### config.mk
export PLATFORM = sky130hd
export DESIGN_NAME = fetch_flat
export DESIGN_NICKNAME = d
export VERILOG_FILES = /design/src/rtl/fetch_if.sv /design/src/rtl/fetch.sv /design/src/flat_wrapper.sv
export SDC_FILE = /design/constraint.sdc
export NUM_CORES = 1
export LEC_CHECK = 0
export ABC_AREA = 1
export CAP_MARGIN = 30
export CORE_MARGIN = 2
export CORE_UTILIZATION = 45
export DETAILED_ROUTE_END_ITERATION = 8
export GPL_TIMING_DRIVEN = 0
export PLACE_DENSITY_LB_ADDON = 0.1
export REMOVE_ABC_BUFFERS = 1
export SLEW_MARGIN = 15
export SYNTH_ARGS = -nofsm -noshare
export SYNTH_HDL_FRONTEND = slang
export SYNTH_SLANG_ARGS = --single-unit
### constraint.sdc
create_clock -name clk -period 7.4 [get_ports clk]
set_input_delay 1.48 -clock clk [delete_from_list [all_inputs] [get_ports clk]]
set_output_delay 1.48 -clock clk [all_outputs]
set_load 0.1 [all_outputs]
### src/rtl/fetch_if.sv
// Fetch-stage port bundle: instruction bus, redirect input and the decode-facing queue head.
// The fetch stage uses the master view; the bus/decode environment uses the slave view.
interface fetch_if;
  logic        ireq_valid;
  logic [63:0] ireq_addr;
  logic        iresp_data_ok;
  logic [31:0] iresp_data;
  logic        redirect_valid;
  logic [63:0] redirect_pc;
  logic        out_valid;
  logic [63:0] out_pc;
  logic [31:0] out_raw_instr;
  logic        out_ready;

  modport master (
    output ireq_valid, ireq_addr, out_valid, out_pc, out_raw_instr,
    input  iresp_data_ok, iresp_data, redirect_valid, redirect_pc, out_ready
  );

  modport slave (
    input  ireq_valid, ireq_addr, out_valid, out_pc, out_raw_instr,
    output iresp_data_ok, iresp_data, redirect_valid, redirect_pc, out_ready
  );
endinterface

### src/rtl/fetch.sv
// Instruction-fetch stage: owns the PC, keeps one bus request outstanding, and buffers
// returned words in a small queue toward decode. Redirects flush and may discard a stale reply.
module fetch #(
  parameter logic [63:0] RESET_PC = 64'h0000_0000_8000_0000,
  parameter int unsigned DEPTH    = 2
) (
  input  logic    clk,
  input  logic    reset,
  fetch_if.master bus
);
  localparam int unsigned      PTR_W   = $clog2(DEPTH);
  localparam int unsigned      CNT_W   = PTR_W + 1;
  localparam logic [CNT_W-1:0] DEPTH_C = CNT_W'(DEPTH);

  typedef enum logic [1:0] {
    BOOT    = 2'd0,
    IDLE    = 2'd1,
    REQ     = 2'd2,
    DISCARD = 2'd3
  } state_e;

  state_e           state_q, state_d;
  logic [63:0]      pc_q, pc_d;
  logic [63:0]      req_addr_q, req_addr_d;
  logic [PTR_W-1:0] head_q, head_d, tail_q, tail_d;
  logic [CNT_W-1:0] count_q, count_d;
  logic [63:0]      q_pc_q [DEPTH];
  logic [63:0]      q_pc_d [DEPTH];
  logic [31:0]      q_instr_q [DEPTH];
  logic [31:0]      q_instr_d [DEPTH];
  logic             ireq_valid_q, out_valid_q;
  logic             pop_s, push_s, flush_s;
  logic [63:0]      target_s, pc_inc_s;
  logic [CNT_W-1:0] count_after_s;

  // Next-state logic for the FSM, PC, request address and queue pointers.
  always_comb begin
    state_d    = state_q;
    pc_d       = pc_q;
    req_addr_d = req_addr_q;
    push_s     = 1'b0;
    flush_s    = 1'b0;
    pop_s      = (count_q != {CNT_W{1'b0}}) && bus.out_ready;
    target_s   = bus.redirect_pc & ~64'd3;
    pc_inc_s   = pc_q + 64'd4;
    // Occupancy after this cycle's push and pop; a slot was reserved at launch, so no overflow.
    count_after_s = count_q + CNT_W'(1'b1) - CNT_W'(pop_s);

    case (state_q)
      BOOT: begin
        state_d = IDLE;
      end
      IDLE: begin
        if (bus.redirect_valid) begin
          pc_d    = target_s;
          flush_s = 1'b1;
        end else if ((count_q < DEPTH_C) || pop_s) begin
          req_addr_d = pc_q;
          state_d    = REQ;
        end else begin
          state_d = IDLE;
        end
      end
      REQ: begin
        if (bus.redirect_valid) begin
          flush_s = 1'b1;
          pc_d    = target_s;
          if (bus.iresp_data_ok) begin
            req_addr_d = target_s;
          end else begin
            state_d = DISCARD;
          end
        end else if (bus.iresp_data_ok) begin
          push_s = 1'b1;
          pc_d   = pc_inc_s;
          if (count_after_s < DEPTH_C) begin
            req_addr_d = pc_inc_s;
          end else begin
            state_d = IDLE;
          end
        end else begin
          state_d = REQ;
        end
      end
      DISCARD: begin
        if (bus.redirect_valid) begin
          pc_d    = target_s;
          flush_s = 1'b1;
        end else begin
          pc_d = pc_q;
        end
        // The stale reply closes the old request; the next one uses the newest PC.
        if (bus.iresp_data_ok) begin
          req_addr_d = bus.redirect_valid ? target_s : pc_q;
          state_d    = REQ;
        end else begin
          state_d = DISCARD;
        end
      end
      default: begin
        state_d = BOOT;
      end
    endcase

    if (flush_s) begin
      head_d  = {PTR_W{1'b0}};
      tail_d  = {PTR_W{1'b0}};
      count_d = {CNT_W{1'b0}};
    end else begin
      head_d  = pop_s  ? head_q + PTR_W'(1'b1) : head_q;
      tail_d  = push_s ? tail_q + PTR_W'(1'b1) : tail_q;
      count_d = count_q + CNT_W'(push_s) - CNT_W'(pop_s);
    end
  end

  // Next contents of the queue storage.
  always_comb begin
    q_pc_d    = q_pc_q;
    q_instr_d = q_instr_q;
    if (push_s) begin
      q_pc_d[tail_q]    = req_addr_q;
      q_instr_d[tail_q] = bus.iresp_data;
    end else begin
      q_pc_d[tail_q]    = q_pc_q[tail_q];
      q_instr_d[tail_q] = q_instr_q[tail_q];
    end
  end

  // Control registers and registered handshake outputs.
  always_ff @(posedge clk) begin
    if (reset) begin
      state_q      <= BOOT;
      pc_q         <= RESET_PC;
      req_addr_q   <= RESET_PC;
      head_q       <= {PTR_W{1'b0}};
      tail_q       <= {PTR_W{1'b0}};
      count_q      <= {CNT_W{1'b0}};
      ireq_valid_q <= 1'b0;
      out_valid_q  <= 1'b0;
    end else begin
      state_q      <= state_d;
      pc_q         <= pc_d;
      req_addr_q   <= req_addr_d;
      head_q       <= head_d;
      tail_q       <= tail_d;
      count_q      <= count_d;
      ireq_valid_q <= (state_d == REQ) || (state_d == DISCARD);
      out_valid_q  <= (count_d != {CNT_W{1'b0}});
    end
  end

  // Queue storage; entries are only read while counted as valid, so no reset is needed.
  always_ff @(posedge clk) begin
    q_pc_q    <= q_pc_d;
    q_instr_q <= q_instr_d;
  end

  assign bus.ireq_valid    = ireq_valid_q;
  assign bus.ireq_addr     = req_addr_q;
  assign bus.out_valid     = out_valid_q;
  assign bus.out_pc        = q_pc_q[head_q];
  assign bus.out_raw_instr = q_instr_q[head_q];
endmodule

### src/flat_wrapper.sv
// flat-port wrapper written by rule: the top's interface ports become plain ports
module fetch_flat 
#(
  parameter logic [63:0] RESET_PC = 64'h0000_0000_8000_0000,
  parameter int unsigned DEPTH    = 2
)
  (clk, reset, bus_ireq_valid, bus_ireq_addr, bus_out_valid, bus_out_pc, bus_out_raw_instr, bus_iresp_data_ok, bus_iresp_data, bus_redirect_valid, bus_redirect_pc, bus_out_ready);
  fetch_if bus_i ();
  input  logic clk;
  input  logic reset;
  output wire logic [$bits(bus_i.ireq_valid)-1:0] bus_ireq_valid;
  output wire logic [$bits(bus_i.ireq_addr)-1:0] bus_ireq_addr;
  output wire logic [$bits(bus_i.out_valid)-1:0] bus_out_valid;
  output wire logic [$bits(bus_i.out_pc)-1:0] bus_out_pc;
  output wire logic [$bits(bus_i.out_raw_instr)-1:0] bus_out_raw_instr;
  input wire logic [$bits(bus_i.iresp_data_ok)-1:0] bus_iresp_data_ok;
  input wire logic [$bits(bus_i.iresp_data)-1:0] bus_iresp_data;
  input wire logic [$bits(bus_i.redirect_valid)-1:0] bus_redirect_valid;
  input wire logic [$bits(bus_i.redirect_pc)-1:0] bus_redirect_pc;
  input wire logic [$bits(bus_i.out_ready)-1:0] bus_out_ready;
  assign bus_ireq_valid = bus_i.ireq_valid;
  assign bus_ireq_addr = bus_i.ireq_addr;
  assign bus_out_valid = bus_i.out_valid;
  assign bus_out_pc = bus_i.out_pc;
  assign bus_out_raw_instr = bus_i.out_raw_instr;
  assign bus_i.iresp_data_ok = bus_iresp_data_ok;
  assign bus_i.iresp_data = bus_iresp_data;
  assign bus_i.redirect_valid = bus_redirect_valid;
  assign bus_i.redirect_pc = bus_redirect_pc;
  assign bus_i.out_ready = bus_out_ready;
  fetch #(.RESET_PC(RESET_PC), .DEPTH(DEPTH)) u_core (.clk(clk), .reset(reset), .bus(bus_i));
endmodule
=== After elaboration in Yosys (flattened, before gate mapping) ===
Cells that the tools add are included.

* Memory bits (read-only): 0
* RAM bits: 0
* Bits of input ports: 101
* Bits in registers: 328
* Memories kept: 0
* Latch bits: 0
* Output and inout bits: 162
* Logic and storage cells: 99

* Divide/modulo/power cells: 0
* Equal/unequal tests: 11
* Reductions and logical operators: 14
* Bitwise operators: 2
* Shift operators: 0
* Add/subtract/negate cells: 7
* $mul: 0
* Muxes and demuxes: 48
* Order comparisons: 5

{| class="wikitable"
|+ Operators by type and width
! kind !! number
|-
| 64-bit two-way mux || 18
|-
| 128-bit bitwise mux || 2
|-
| 32-bit two-way mux || 7
|-
| 64-bit case mux with 3 select lines || 1
|-
| 64-bit bitwise mux || 2
|-
| 128-bit two-way mux || 1
|-
| 64-bit case mux with 2 select lines || 1
|-
| 64-bit by 3-bit adder with 64-bit output, second input constant || 1
|-
| 64-bit demux with 1-bit select || 1
|-
| 32-bit demux with 1-bit select || 1
|-
| 2-bit two-way mux || 7
|-
| 2-bit == test, second input constant || 4
|-
| 2-bit case mux with 4 select lines || 1
|-
| 1-bit two-way mux || 6
|-
| 2-bit inequality test, second input constant || 3
|-
| 6-bit AND reduction || 1
|-
| 2-bit nonzero test || 3
|-
| 2-bit greater-or-equal comparator, second input constant || 2
|-
| 2-bit less-than comparator, second input constant || 2
|-
| 1-bit NOT with 2-bit output || 2
|-
| 2-bit OR reduction || 2
|-
| 2-bit by 1-bit subtractor with 2-bit output || 2
|-
| 3-bit by 2-bit inequality test with 1-bit output, second input constant || 1
|-
| 3-bit inequality test, second input constant || 1
|-
| 12 further kinds || 15
|}

=== Depth between registers and ports, before layout ===
Gate-level depths: netlist (run 1).

* Depth in word-level cells: 10
* Depth in mapped cells: 12
* Gate-level depth less buffers: 12

=== Least setup slack after synthesis (run 1) ===
OpenSTA, ideal clock, no wires.

* Kind: reg-to-reg
* Start: reg u_core.tail_q
* End: reg u_core.q_instr_q[32] (netlist bit) (enable)
* Arrival time: 4.726 ns
* Period minus slack after synthesis: 5.225 ns
* Stages on the path, launching flop included: 4
* Slack: 2.175 ns
* Cell sequence: dfxtp_1 > clkbuf_1 > inv_2 > clkbuf_1

* Longest elaborated chain between the ends: 7

{| class="wikitable"
|+ RTL lines
! item !! RTL line !! source
|-
| start, declared || fetch.sv:25 || <nowiki>logic [PTR_W-1:0] head_q, head_d, tail_q, tail_d;</nowiki>
|-
| start signal, assigned || fetch.sv:136 || <nowiki>tail_q <= {PTR_W{1'b0}};</nowiki>
|-
| start signal, assigned || fetch.sv:145 || <nowiki>tail_q <= tail_d;</nowiki>
|-
| 1-bit NOT with 2-bit output (not written as such) * || fetch.sv:122, fetch.sv:125 ||
|-
| 2-bit greater-or-equal comparator (not written as such) / 2-bit by 1-bit less-than comparator with 1-bit output (equally long branches) || fetch.sv:122, fetch.sv:125 ||
|-
| 1-bit logical AND (not written as such) || fetch.sv:122, fetch.sv:125 ||
|-
| 32-bit two-way mux (not written as such) || fetch.sv:122, fetch.sv:125 ||
|-
| 32-bit demux with 1-bit select || fetch.sv:122, fetch.sv:125 ||
|-
| 64-bit bitwise mux (on tied branches) || fetch.sv:125, fetch.sv:122 ||
|-
| 64-bit two-way mux * || fetch.sv:120 || <nowiki>if (push_s) begin</nowiki>
|-
| end signal, assigned || fetch.sv:155 || <nowiki>q_instr_q <= q_instr_d;</nowiki>
|-
| end, declared || fetch.sv:29 || <nowiki>logic [31:0] q_instr_q [DEPTH];</nowiki>
|}

Mark *: on every way between the ends. The rest lies on a longest branch, timed or not. The select of a mux whose other input is x is not followed.
A chain may end at the register's enable or synchronous reset.

=== Final worst setup path (run 1) ===
* Start: reg u_core.state_q[1]
* End: reg u_core.out_valid_q, in the netlist u_core.bus.out_valid

* Longest elaborated chain between the ends: 6

{| class="wikitable"
|+ RTL lines
! item !! RTL line !! source
|-
| start, declared || fetch.sv:22 || <nowiki>state_e state_q, state_d;</nowiki>
|-
| start signal, assigned || fetch.sv:141 || <nowiki>state_q <= state_d;</nowiki>
|-
| 2-bit == test || fetch.sv:49 || <nowiki>case (state_q)</nowiki>
|-
| 1-bit two-way mux || fetch.sv:49 ||
|-
| 2-bit by 1-bit adder with 2-bit output || fetch.sv:112 || <nowiki>count_d = count_q + CNT_W'(push_s) - CNT_W'(pop_s);</nowiki>
|-
| 2-bit by 1-bit subtractor with 2-bit output || fetch.sv:112 ||
|-
| 2-bit two-way mux * || fetch.sv:105 || <nowiki>if (flush_s) begin</nowiki>
|-
| 2-bit nonzero test * || fetch.sv:148 || <nowiki>out_valid_q <= (count_d != {CNT_W{1'b0}});</nowiki>
|-
| end signal, assigned || fetch.sv:148 ||
|-
| end, declared || fetch.sv:31 || <nowiki>logic ireq_valid_q, out_valid_q;</nowiki>
|}

Mark *: on every way between the ends. The rest lies on a longest branch, timed or not.

==> flow_summary_export.csv, run 1 <==
group,metric,value,unit
hold_path,hold_class,"register to register",
outcome,status,"finished, final reports clean",
timing,finClkSkew,0.0142,ns
detailed_routing,met2WireLength,28000,um
cts,clkSinkCount,328,
cts,cts.htree.levels,2,
synth,ys_ff_latch,328,
worst_setup_path,cp-start-kind,"register",
synth,syn_avg_cell_area,7.38,um2
worst_setup_path,worstPathRequired,7.88,ns
synth,synth_cell_types,54,
global_route,grt_pass1_vias,17000,
global_route,grt_overflow,0,
layout,nets,2774,
cts,cts-root-buf,"clkbuf_16",
layout,syn2layout_area_growth,23.4,%
detailed_routing,dr_wl_met3,4560,um
timing,worst_slack,2.45,ns
detailed_routing,drtIter0Drc,1630,
floorplan,num_rows,74,
timing,max_freq,202,MHz
cts,post-cts-setup-buffer-count,0,
cts,clkTransAtPathRegs,0.06,ns
job,maxCapViolCount,0,
synth,synth_area,0.0185,mm2
worst_setup_path,path_max_fanout,65,
synth,ys_warn_count,0,
power,clockPowerShare,0.218,
layout,drive_gt1_frac,0.0611,
floorplan,die_h,207,um
timing,timing.final.crit_period,4.95,ns
cts,cts_tree,"yes",
timing,maxSlewHeadroom,0.309,
global_route,grt_pass1_wl,92600,um
placement,routabilityCongestion,0.905,
power,intPower,4.39,mW
global_route,antenna_found_initial,3,
cts,cts-buffers-inserted,39,
placement,dp_cells,3160,
power,switching_share,0.483,
synth,syn_inst,2511,
detailed_routing,dr.pass1.iters,7,
timing,tns,0,ns
detailed_routing,wire_per_inst,18.5,um
timing,tightest_slew,1.03,ns
placement,numPortBuffers,260,
floorplan,die_w,207,um
layout,stdcell_count,3233,
power,vdd_drop_max,0.286,mV
timing,report.final.slew_viol_count,0,
detailed_routing,via_count,18200,
floorplan,fp.dieArea,0.0428,mm2
timing,grt_setup_unrepaired,"no",
placement,pre_cts_ws,2.10,ns
synth,yosys_most_used_dff,"edfxtp_1",
layout,post-route-util,0.561,
floorplan,io_pins,263,
worst_setup_path,worst_setup_path_end_kind,"register",
global_route,grt_use_total,0.274,
cts,cts_hold_buffers,0,
synth,async_flop_share,0,
placement,dpl.hpwl,38300,um
floorplan,initial_utilization,0.455,
detailed_routing,met1_length,25900,um
layout,num-fill-cells,3929,
cts,ctsLongestPathBuffers,3,
floorplan,core,0.0407,mm2
synth,seq_area_frac_synth,0.458,
detailed_routing,drc,0,
power,p_seq_frac,0.311,
cts,post_cts_resized,0,
detailed_routing,viasPerCell,5.62,
detailed_routing,wl,59900,um
cts,clk_latency,0.56,ns
worst_setup_path,crit_arrival,5.43,ns
detailed_routing,antenna_left,0,
power,power.leakage,9.01,nW
power,comb_power_share,0.471,
detailed_routing,highest_layer,"met4",
worst_setup_path,r2r_slack,2.45,ns
timing,setup_viol,0,
timing,finalHoldViolations,0,
synth,synth_edf_count,192,
worst_setup_path,critical_path_class,"register to register",
power,p_per_area,371,mW/mm2
power,switchingPower,4.10,mW
global_route,grt_max_degree,102,
timing,finalCritPeriodShare,0.669,
-- registers in the layout (all words and copies together) (netlist names) --
register               cells
u_core.head_q              1
u_core.count_q             2
u_core.state_q             2
u_core.bus.ireq_valid      1
u_core.pc_q               64
u_core.bus.ireq_addr      64
u_core.bus.out_valid       1
u_core.tail_q              1
u_core.q_instr_q          64
u_core.q_pc_q            128
-- through the flow --
| stage | power, mW | hold slack, ns | area (um2) |
|---|---|---|---|
| finish | 8.49 | 0.435 | 22900 |
| global route | 8.84 | 0.457 | 22900 |
| CTS | 8.52 | 0.441 | 22900 |
| detailed placement | 6.66 | 0.432 | 21700 |
| global placement | 6.59 | 0.416 | 21100 |
| floorplan | 5.64 | 0.409 | 17800 |
-- worst max-delay path, cell delays in order, from the launching register on --
cell and delay [ns]:
dfxtp_2 0.89, inv_2 0.47, nor2_4 0.63, buf_16 0.24, nand3_4 0.60, buf_16 0.47
inv_6 0.35, buf_16 0.32, ha_1 0.23, xnor2_1 0.14, xor2_1 0.16, inv_1 0.07
a21oi_1 0.12
-- cells by family (layout without fill, tap and decap cells) --
family	count (synthesis)	in the layout	synth area share
simple gates	1280	1280	0.288
compound gates	586	586	0.180
flops	328	328	0.458
buf+inv	306	494	0.0672
xor+xnor	5	5	0.00236
fa+ha+maj	4	4	0.00270
mux	2	2	0.00108
other cells	0	2	0
-- layout make-up --
type                       instances  area, um2  share of cell area
timing repair buffer             279       3090               0.135
clock buffer                      55       1100              0.0480
tap                              532        666              0.0291
multi-input combinational       1877       8830               0.386
antenna                            2       5.00            0.000219
clock inverter                    16        104             0.00454
inverter                         144        571              0.0249
sequential                       328       8500               0.372
-- layer usage --
| layer | GRT usage | up-vias |
|---|---|---|
| met4 | 0.0793 | 0 |
| met1 | 0.371 | 8580 |
| met5 | 0 | - |
| li1 | - | 8774 |
| met3 | 0.0507 | 109 |
| met2 | 0.449 | 697 |
-- power by group through the flow --
stage | clock network (mW) | logic [mW] | registers [mW]
floorplan | 0 | 2.66 | 2.99
global placement | 0 | 3.92 | 2.67
detailed placement | 0 | 3.99 | 2.67
CTS | 1.89 | 4.00 | 2.63
global route | 1.96 | 4.19 | 2.69
finish | 1.85 | 4.00 | 2.64
-- path summary, 6_finish.rpt --
path	start	endpoint	cells after the start
worst max-delay path	u_core.state_q[1]$_SDFF_PP0_	u_core.bus.out_valid$_SDFF_PP0_	12
worst min register to register	u_core.pc_q[0]$_SDFFE_PP0P_	u_core.pc_q[0]$_SDFFE_PP0P_	2
worst min-delay path	u_core.pc_q[0]$_SDFFE_PP0P_	u_core.pc_q[0]$_SDFFE_PP0P_	2
worst max register to register	u_core.state_q[1]$_SDFF_PP0_	u_core.bus.out_valid$_SDFF_PP0_	12
-- placed cells by master (no fill, tap or decap), types with 13 or more instances in the layout --
cell	instances
edfxtp_1	192
clkdlybuf4s50_1	258
o211ai_1	20
a22oi_1	17
a21oi_1	305
dfxtp_1	132
o21ai_0	133
nor2_1	188
nand4_1	19
nand3_1	84
nor2_4	15
a221oi_1	34
nor3_1	14
buf_16	15
inv_1	130
clkbuf_16	41
o22ai_1	18
nand2_1	902
nand3_2	13
-- synthesized netlist by cell type, types with 17 or more instances --
cell type | count | area share
a21oi_1 | 305 | 0.082
a221oi_1 | 34 | 0.016
a22oi_1 | 17 | 0.0069
buf_2 | 52 | 0.014
clkbuf_1 | 98 | 0.020
dfxtp_1 | 136 | 0.15
edfxtp_1 | 192 | 0.31
inv_1 | 131 | 0.027
nand2_1 | 903 | 0.18
nand3_1 | 85 | 0.023
nand4_1 | 19 | 0.0064
nor2_1 | 188 | 0.038
o211ai_1 | 20 | 0.0081
o21ai_0 | 133 | 0.036
o22ai_1 | 18 | 0.0061
Note: power is estimated with default switching activity, not from simulation.
==> run 2: changes to the inputs <==
==> constraint.sdc (replaced) <==
create_clock -name clk -period 4.9 [get_ports clk]
set_input_delay 0.98 -clock clk [delete_from_list [all_inputs] [get_ports clk]]
set_output_delay 0.98 -clock clk [all_outputs]
set_load 0.1 [all_outputs]
==> run 2 against run 1 <==
  * Worst hold slack barely moved
  * Combinational power increased by 51%
  * Core utilization hardly changed
  * Final area barely moved
  * Sequential power up 51%
  * Maximum frequency is 9.3% higher
  * Total power is 51% higher
  * Register-to-register slack got worse by 2.1 ns
  * Sequential share of layout area is essentially flat
  * Critical path depth did not move
  * Routed wire length grew 0.27%
  * Critical endpoint unchanged
==> flow_summary_export.csv, run 2 (same netlist as run 1, synthesis figures left out) <==
group,metric,value,unit
layout,post-route-util,0.562,
placement,dp_cells,3160,
timing,tightest_slew,1.04,ns
power,vdd_drop_max,0.432,mV
detailed_routing,wl,60100,um
global_route,grt_pass1_vias,17000,
power,p_per_area,560,mW/mm2
layout,top_register,"u_core.q_pc_q",
power,power.leakage,9.02,nW
timing,timing.final.crit_period,4.53,ns
layout,nets,2775,
detailed_routing,via_count,18200,
layout,layout_commonest_cell,"nand2_1",
layout,final_cell_mix,"902 x nand2_1, 305 x a21oi_1, 258 x clkdlybuf4s50_1, 192 x edfxtp_1, 188 x nor2_1",
hold_path,hold_path_end,"u_core.pc_q[0]$_SDFFE_PP0P_",
detailed_routing,viasPerCell,5.64,
worst_setup_path,worstPathRequired,5.38,ns
cts,ctsLongestPathBuffers,3,
detailed_routing,met2WireLength,28200,um
layout,syn2layout_area_growth,23.5,%
outcome,status,"finished, final reports clean",
layout,drive_gt1_frac,0.0615,
global_route,grt_overflow,0,
cts,cts.htree.levels,2,
worst_setup_path,rr_worst_depth,12,
power,finalPower,12.8,mW
worst_setup_path,critical_path_class,"register to register",
floorplan,die_w,207,um
floorplan,num_rows,74,
worst_setup_path,cp-start-kind,"register",
global_route,antenna_found_initial,3,
cts,cts_hold_buffers,0,
detailed_routing,antenna_left,0,
timing,finalCritPeriodShare,0.925,
detailed_routing,dr_wl_met3,4510,um
job,maxCapViolCount,0,
hold_path,worst_hold_path.num_cells,2,
cts,clk_latency,0.56,ns
floorplan,die_h,207,um
detailed_routing,met1_length,26000,um
global_route,grt_use_total,0.274,
hold_path,hold_start,"u_core.pc_q[0]$_SDFFE_PP0P_",
placement,placed_area,0.0217,mm2
global_route,grt_pass1_wl,92600,um
placement,dpl.hpwl,38300,um
detailed_routing,dr.pass1.iters,5,
placement,routabilityCongestion,0.905,
layout,seqCellArea,0.00850,mm2
layout,largest_reg_flops,128,
hold_path,hold_class,"register to register",
worst_setup_path,r2r_end,"u_core.bus.out_valid$_SDFF_PP0_",
cts,cts-buffers-inserted,39,
timing,grt_setup_unrepaired,"no",
layout,stdcell_count,3234,
detailed_routing,highest_layer,"met4",
detailed_routing,drc,0,
cts,cts-root-buf,"clkbuf_16",
timing,setup_viol,0,
worst_setup_path,rr_startpoint,"u_core.state_q[1]$_SDFF_PP0_",
layout,multiInputGateArea,0.00883,mm2
global_route,grt_max_degree,102,
timing,tns,0,ns
timing,finClkSkew,0.0159,ns
detailed_routing,drtIter0Drc,1657,
worst_setup_path,worst_setup_path_end_kind,"register",
detailed_routing,wire_per_inst,18.6,um
worst_setup_path,r2r_slack,0.37,ns
floorplan,io_pins,263,
placement,pre_cts_ws,0.0293,ns
floorplan,initial_utilization,0.455,
layout,num-fill-cells,3929,
timing,finalHoldViolations,0,
cts,clkTransAtPathRegs,0.06,ns
timing,maxSlewHeadroom,0.307,
placement,numPortBuffers,260,
layout,final_cell_area,0.0229,mm2
floorplan,core,0.0407,mm2
timing,worst_slack,0.368,ns
timing,hold_ws,0.435,ns
worst_setup_path,path_max_fanout,65,
timing,max_freq,221,MHz
cts,cts_tree,"yes",
cts,clkSinkCount,328,
worst_setup_path,crit_arrival,5.01,ns
timing,report.final.slew_viol_count,0,
floorplan,fp.dieArea,0.0428,mm2
## run 2: cell type report
class                   instances  share of cell area
clock inverters                16             0.00454
flip-flops and latches        328               0.372
multi-input cells            1877               0.386
diodes                          2            0.000219
clock buffers                  55              0.0480
repair buffers                280               0.135
inverters                     144              0.0249
well taps                     532              0.0291
## run 2: how the worst max path moves through the flow
stage	startpoint	end	slack, ns	cells past startpoint
3_5_place_dp	u_core.state_q[1]$_SDFF_PP0_	u_core.bus.out_valid$_SDFF_PP0_	0.03	12
5_1_grt	u_core.state_q[1]$_SDFF_PP0_	u_core.bus.out_valid$_SDFF_PP0_	0.16	12
6_report	u_core.state_q[1]$_SDFF_PP0_	u_core.bus.out_valid$_SDFF_PP0_	0.37	12
2_1_floorplan	u_core.state_q[1]$_SDFF_PP0_	u_core.bus.out_valid$_SDFF_PP0_	-4.74	9
3_3_place_gp	bus_redirect_valid	u_core.bus.out_valid$_SDFF_PP0_	-16.29	9
4_1_cts	u_core.state_q[1]$_SDFF_PP0_	u_core.bus.out_valid$_SDFF_PP0_	0.39	12
## run 2: power by group
part           internal, mW  switching, mW
clock                  1.61           1.18
combinational          1.45           4.59
sequential             3.56          0.425
total                  6.63           6.19
## run 2: repair_timing
action | 4_1_cts | 5_1_grt
resized for setup | 0 | 0
setup buffers | 1 | 0
setup endpoints to repair | 1 | 0
## run 2: per-layer routing
layer,GRT usage,up-vias
met4,0.0793,0
li1,-,8776
met1,0.371,8665
met5,0,-
met3,0.0507,104
met2,0.449,683
## run 2: critical path: stages, from the launching register on
cell	delay (ns)
dfxtp_2	0.88
inv_2	0.47
nor2_4	0.29
buf_16	0.19
nand3_4	0.60
buf_16	0.46
inv_6	0.35
buf_16	0.32
ha_1	0.23
xnor2_1	0.14
xor2_1	0.16
inv_1	0.07
a21oi_1	0.12
